`src/rtl/execute_stage_operand_fifo.sv`:
```
`default_nettype none
// ============================================================================
// Module   : execute_stage_operand_fifo
// Purpose  : Decode->execute operand bundle queue with valid/ready on both
//            sides, synchronous flush and optional empty fall-through.
// Revision : 1.0 - initial release
// ============================================================================
module execute_stage_operand_fifo #(
    parameter int XLEN        = 32,
    parameter int CTRL_W      = 16,
    parameter int DEPTH       = 4,
    parameter int FALLTHROUGH = 0
) (
    input  logic                       clk,
    input  logic                       rst_n,
    input  logic                       flush,
    input  logic                       in_valid,
    output logic                       in_ready,
    input  logic [XLEN-1:0]            in_data1,
    input  logic [XLEN-1:0]            in_data2,
    input  logic [XLEN-1:0]            in_imm,
    input  logic [CTRL_W-1:0]          in_control,
    input  logic                       in_compflg,
    input  logic [XLEN-1:0]            in_pc,
    output logic                       out_valid,
    input  logic                       out_ready,
    output logic [XLEN-1:0]            out_data1,
    output logic [XLEN-1:0]            out_data2,
    output logic [XLEN-1:0]            out_imm,
    output logic [CTRL_W-1:0]          out_control,
    output logic                       out_compflg,
    output logic [XLEN-1:0]            out_pc,
    output logic [$clog2(DEPTH+1)-1:0] count,
    output logic                       almost_full
);

    localparam int PW = $clog2(DEPTH);
    localparam int CW = $clog2(DEPTH + 1);
    localparam int BW = 4 * XLEN + CTRL_W + 1;
    localparam logic [CW-1:0] c_FULL = CW'(DEPTH);
    localparam logic [CW-1:0] c_AF   = CW'(DEPTH - 1);

    logic [BW-1:0] r_mem [DEPTH];
    logic [PW-1:0] r_wr_ptr;
    logic [PW-1:0] r_rd_ptr;
    logic [CW-1:0] r_count;

    logic [BW-1:0] w_in_bundle;
    logic [BW-1:0] w_head;
    logic [BW-1:0] w_sel;
    logic [BW-1:0] w_out_bundle;
    logic          w_empty;
    logic          w_ft;
    logic          w_push;
    logic          w_pop;
    logic          w_wr_en;
    logic          w_rd_en;

    assign w_in_bundle = {in_pc, in_compflg, in_control, in_imm, in_data2, in_data1};
    assign w_head      = r_mem[r_rd_ptr];
    assign w_empty     = (r_count == '0);

    // Fall-through is masked during reset and flush so out_valid stays low then.
    generate
        if (FALLTHROUGH != 0) begin : g_ft
            assign w_ft = w_empty & in_valid & rst_n & ~flush;
        end else begin : g_no_ft
            assign w_ft = 1'b0;
        end
    endgenerate

    assign in_ready    = (r_count != c_FULL);
    assign out_valid   = ~flush & (~w_empty | w_ft);
    assign almost_full = (r_count >= c_AF);
    assign count       = r_count;

    assign w_push  = in_valid & in_ready;
    assign w_pop   = out_valid & out_ready;
    // A fall-through bundle consumed in the same cycle never touches storage.
    assign w_wr_en = w_push & ~flush & ~(w_ft & out_ready);
    assign w_rd_en = w_pop & ~w_ft;

    assign w_sel        = w_ft ? w_in_bundle : w_head;
    assign w_out_bundle = out_valid ? w_sel : '0;
    assign {out_pc, out_compflg, out_control, out_imm, out_data2, out_data1} = w_out_bundle;

    always_ff @(posedge clk or negedge rst_n) begin
        if (!rst_n) begin
            r_wr_ptr <= '0;
            r_rd_ptr <= '0;
            r_count  <= '0;
        end else if (flush) begin
            r_wr_ptr <= '0;
            r_rd_ptr <= '0;
            r_count  <= '0;
        end else begin
            if (w_wr_en) r_wr_ptr <= r_wr_ptr + 1'b1;
            if (w_rd_en) r_rd_ptr <= r_rd_ptr + 1'b1;
            if (w_wr_en && !w_rd_en)      r_count <= r_count + 1'b1;
            else if (!w_wr_en && w_rd_en) r_count <= r_count - 1'b1;
        end
    end

    always_ff @(posedge clk) begin
        if (w_wr_en) r_mem[r_wr_ptr] <= w_in_bundle;
    end

endmodule
`default_nettype wire
```
`config.mk`:
```
export PLATFORM = sky130hd
export DESIGN_NAME = execute_stage_operand_fifo
export DESIGN_NICKNAME = d
export VERILOG_FILES = /design/src/rtl/execute_stage_operand_fifo.sv
export SDC_FILE = /design/constraint.sdc
export NUM_CORES = 1
export LEC_CHECK = 0
export ABC_AREA = 1
export CAP_MARGIN = 20
export CORE_MARGIN = 2
export CORE_UTILIZATION = 30
export CTS_CLUSTER_SIZE = 30
export DETAILED_ROUTE_END_ITERATION = 8
export DONT_BUFFER_PORTS = 1
export SYNTH_ARGS = -nofsm -noshare
export SYNTH_HDL_FRONTEND = slang
export SYNTH_SLANG_ARGS = --single-unit
```
`constraint.sdc`:
```
create_clock -name clk -period 8.96 [get_ports clk]
set_input_delay 1.344 -clock clk [delete_from_list [all_inputs] [get_ports clk]]
set_output_delay 1.344 -clock clk [all_outputs]
set_load 0.01 [all_outputs]
```
---- Word-level counts from Yosys, hierarchy flattened ----
Memories as Yosys holds them, arrays and structs flattened.
Cells that the tools add are included.
W data, S select, Z words.
word-level totals
  bits of input ports ..................... 150
  bits in writable memories ............... 580
  memories ................................ 1
  register bits after elaboration ......... 7
memory list
  name   words  width  rd ports  clocked after Yosys merged registers in  write ports  line  RTL
  r_mem  4      145    1         0                                        1            43    logic [BW-1:0] r_mem [DEPTH];
operators by class
  add/subtract/negate cells ............... 4
  eq/ne operators ......................... 1
  bitwise operators ....................... 6
  multiplexer cells ....................... 10
  reductions and logical operators ........ 8
  magnitude comparators ................... 1
operator list
  kind                   number
  $mux W145              1
  $mux W3                3
  $mux W2                4
  $add A2 B1 Y2 const B  2
  $and A1 B1 Y1          4
  $reduce_bool A2 Y1     2
  $add A3 B1 Y3 const B  1
  $ge A3 B2 Y1 const B   1
  $logic_not A3 Y1       1
  $ne A3 B3 Y1 const B   1
  $reduce_bool A3 Y1     1
  $sub A3 B1 Y3 const B  1
  $logic_and A1 B1 Y1    2
  $logic_not A1 Y1       2
  $mux W1                2
  $not A1 Y1             2

---- Longest topological paths before layout ----
  word-level depth ........................ 8
  depth in mapped cells ................... 13
  mapped depth without buffers ............ 13

---- Least setup slack after synthesis ----
No wires, ideal clock.
  path kind ............................... input to register
  from .................................... input port in_valid
  to ...................................... memory r_mem[0][0] (netlist name) (enable)
  data required time ...................... 8,309 ps
  data arrival time ....................... 7,694 ps
  setup time .............................. 651 ps
  slack ................................... 615 ps
  path buffers ............................ 0
  stages on the path ...................... 4
  path through ............................ nand2_2 -> nor2_2 -> inv_1 -> nor2_1
between the ends
  cells in the longest elaborated chain, start to end .. 4
ends and longest elaborated chain
  what                           line  RTL
  start, declared                17    input logic in_valid,
  $and A1 B1 Y1                  77    assign w_push = in_valid & in_ready;
  $and A1 B1 Y1                  80    assign w_wr_en = w_push & ~flush & ~(w_ft & out_ready);
  $mux W1                        105   if (w_wr_en) r_mem[r_wr_ptr] <= w_in_bundle;
  $mux W1 (not written as such)  105
  end, declared                  43
Every way passes these cells.

---- Final worst setup path ----
  from .................................... register r_rd_ptr[0]
  to ...................................... output port out_imm[11]
between the ends
  cells in the longest elaborated chain, start to end .. 2
ends and longest elaborated chain
  what                    line  RTL
  start, declared         45    logic [PW-1:0] r_rd_ptr;
  start signal, assigned  98    if (w_rd_en) r_rd_ptr <= r_rd_ptr + 1'b1;
  $mem_v2 Z4 W145         --
  $mux W145               84    assign w_out_bundle = out_valid ? w_sel : '0;
  end, declared           29    output logic [XLEN-1:0] out_imm,
Every way passes these cells.

==> flow_summary_export.csv <==
group,metric,value,unit
placement,gp_congestion,0.771,
synth,ys_ff_latch,587,
grt,grt_remaining_overflow,0,
detailed_routing,drt_iter0_drc,891,
job,drv_cap,0,
timing,layout_setup_ws,3.66,ns
clock_tree,htreeDepth,2,
placement,dpl.cell_count,2659,
die,rows,101,
clock_tree,clk_pin_slew,0.06,ns
detailed_routing,ant_nets,0,
worst_setup_path,slowest_delay,0.96,ns
power,power.density,259,nW/um2
power,clock_power_share,0.365,
synth,seq_area_frac_synth,0.772,
timing,fin_skew,0.0215,ns
timing,rsz0062_at_grt,"false",
power,p_seq_frac,0.482,
grt,gr-usage-met2,0.235,
run_status,status,"finished clean",
die,start_util,0.302,
detailed_routing,drt_wl_total,55200,um
grt,met1_usage,0.156,
timing,fmax,189,MHz
synth,synth_top_area_share,0.764,
worst_setup_path,critPathKind,"register to output pin",
grt,grtUsageMet3,0.0495,
synth,synth_area_leaders,"edfxtp_1 76%, nor2_1 9.6%, o21ai_0 6.5%",
synth,syn_nets,1929,
power,switching_share,0.280,
timing,worst_pin_slew,1.09,ns
detailed_routing,vias_per_cell,4.85,
worst_setup_path,critPathBufInv,2,
die,ioPinCount,301,
synth,syn_area_per_cell,12.8,um2
power,p_comb_frac,0.153,
worst_setup_path,critPathSlowestCell,"buf_4",
synth,ys_top_cells_by_count,"585 x nor2_1, 580 x edfxtp_1, 296 x o21ai_0",
placement,portBuffers,0,
synth,synthCells,1774,
die,die-area,78200,um2
clock_tree,cts-resized-gates,0,
clock_tree,clkSinkCount,587,
timing,setup_violations,0,
synth,mappedNetlistArea,22800,um2
worst_setup_path,end_kind,"output pin",
timing,slew_headroom,0.275,
worst_setup_path,crit_family,"buffers and inverters",
clock_tree,clkLatencyLatePin,0.61,ns
clock_tree,cts-hold-fix-buffers,0,
timing,finalHoldViolCount,0,
timing,fin_crit_sh,0.592,
worst_setup_path,worst-path-max-fanout,98,
power,fin_total_pwr,6630,uW
detailed_routing,vias,13420,
clock_tree,numCtsBuffers,61,
timing,setup_tns,0,ns
clock_tree,post_cts_buffers,0,
synth,yosysUniqueCellTypes,21,
grt,grt_pass1_vias,13548,
timing,period_minus_slack,5.30,ns
worst_setup_path,required,7.62,ns
grt,antenna_found_initial,3,
placement,hpwl,29900,um
synth,synthArstFlopShare,0.0119,
worst_setup_path,crit_arrival,3.96,ns
clock_tree,cts_tree,"done",
worst_setup_path,start_kind,"register",
timing,drv_slew,0,
synth,synth_edf_count,580,
synth,yosysMostFrequentCell,"nor2_1",
detailed_routing,post-route-drc-count,0,
power,power.internal,4770,uW
die,die_w,280,um
clock_tree,max-clock-path-buffers,3,
synth,yosysWarnings,0,
power,switching_power,1860,uW
power,p_leak,0.00824,uW
final_layout,final_cell_count_no_fill,2768,
hold_path,hold_path_class,"primary input to async pin",
power,vdd_ir_drop_max,170,uV
final_layout,syn_to_final_growth,12.5,%
final_layout,fin_nets,1900,
die,core,75600,um2
grt,grt_max_degree,177,
synth,yosysTopAreaCell,"edfxtp_1",
worst_setup_path,path_cells,"buf_4 > buf_4 > nor2_1 > nor2_1 > o21ai_0 > a21oi_1",
detailed_routing,drtPass1Iterations,5,
die,die_y,280,um
placement,pre_cts_ws,4.11,ns
clock_tree,root_buffer,"clkbuf_16",
grt,grt.busiest_layer,"met2",
detailed_routing,detail_route.wl_per_cell,19.9,um
grt,grt_pass1_wl,81200,um
synth,yosys_most_used_dff,"edfxtp_1",
grt,grt_use_total,0.136,
final_layout,drive_gt1_frac,0.0660,
[layer usage]
layer	wire, um	share of wire
met5	41	0.00074
met1	21300	0.39
met3	4710	0.085
met2	27700	0.50
met4	1400	0.025
[power by group through the flow]
stage               sequential, uW  combinational, uW  clock, uW
finish                        3200               1010       2420
global route                  3210               1130       2590
CTS                           3200               1030       2490
detailed placement            3250               1030          0
global placement              3250               1000          0
floorplan                     3260                775          0
[sequential cells by signal, indices dropped and copies added, names as in the netlist]
name and cells:
count 3, r_rd_ptr 2, r_mem 580, r_wr_ptr 2
[logic make-up after synthesis]
group                      after synthesis  share of synthesized area
DFF                                    587                      0.772
AOI/OAI and AO/OA                      444                     0.0981
adders and majority gates                5                    0.00307
xor gates and xnor gates                 1                   0.000384
and+or+nand+nor                        609                      0.101
buffers and inverters                  128                     0.0255
[worst register-to-register path: cells and delay by family, from the launching register on]
kind / cells / cell delay [ns]
buffers and inverters: 3 / 1.51
AND/OR/NAND/NOR: 5 / 1.26
flip-flops: 1 / 0.47
[area by class of cell]
cell class | count | area (um2)
Inverter | 17 | 76.3
Clock buffer | 78 | 1640
Multi-Input combinational cell | 1059 | 4650
Fill cell | 7212 | 49900
Clock inverter | 29 | 275
Antenna cell | 1 | 2.50
Sequential cell | 587 | 17600
Timing Repair Buffer | 19 | 180
Tap cell | 978 | 1220
[path summary, 6_finish.rpt]
| kind | end | slack, ns | from | cells past startpoint |
|---|---|---|---|---|
| max | out_imm[11] | 3.66 | r_rd_ptr[0] | 6 |
| min | count[2] | 0.43 | rst_n | 0 |
| max reg2reg | r_mem[1][55] | 5.28 | count[0] | 8 |
| min reg2reg | r_wr_ptr[1] | 0.63 | r_wr_ptr[1] | 2 |
| max in group asynchronous | r_rd_ptr[0] | 8.44 | rst_n | 0 |
| min in group clk | r_wr_ptr[1] | 0.63 | r_wr_ptr[1] | 2 |
[stage by stage]
stage               cell area [um2]  hold slack (ns)   util
floorplan                     22800            0.579      -
global placement              23700            0.603  0.314
detailed placement            23700            0.629  0.314
CTS                           25600            0.370  0.339
global route                  25600            0.369  0.339
finish                        25700            0.427  0.339
[layout by cell type, fill, tap and decap left out]
cell type,Yosys,layout
nor2_2,2,2
inv_6,0,7
fa_1,1,1
inv_1,14,13
clkbuf_8,0,3
xnor2_1,1,1
buf_4,0,16
bufinv_16,0,4
nand3_1,5,5
nor2_1,585,581
nand4_1,2,2
nand2_1,13,13
clkinv_8,0,1
buf_12,0,3
clkinv_1,0,11
inv_4,0,1
nand2_2,2,2
nor2_4,0,4
clkinv_4,0,1
dfrtp_4,0,2
clkbuf_1,47,13
edfxtp_1,580,580
dfrtp_1,7,5
clkinvlp_4,0,4
diode_2,0,1
o21ai_0,296,296
a21oi_2,1,1
ha_1,4,4
a21oi_4,1,1
inv_2,3,1
a21oi_1,146,146
clkinv_2,0,3
clkbuf_16,0,62
Power figures use the tool's default switching activity.
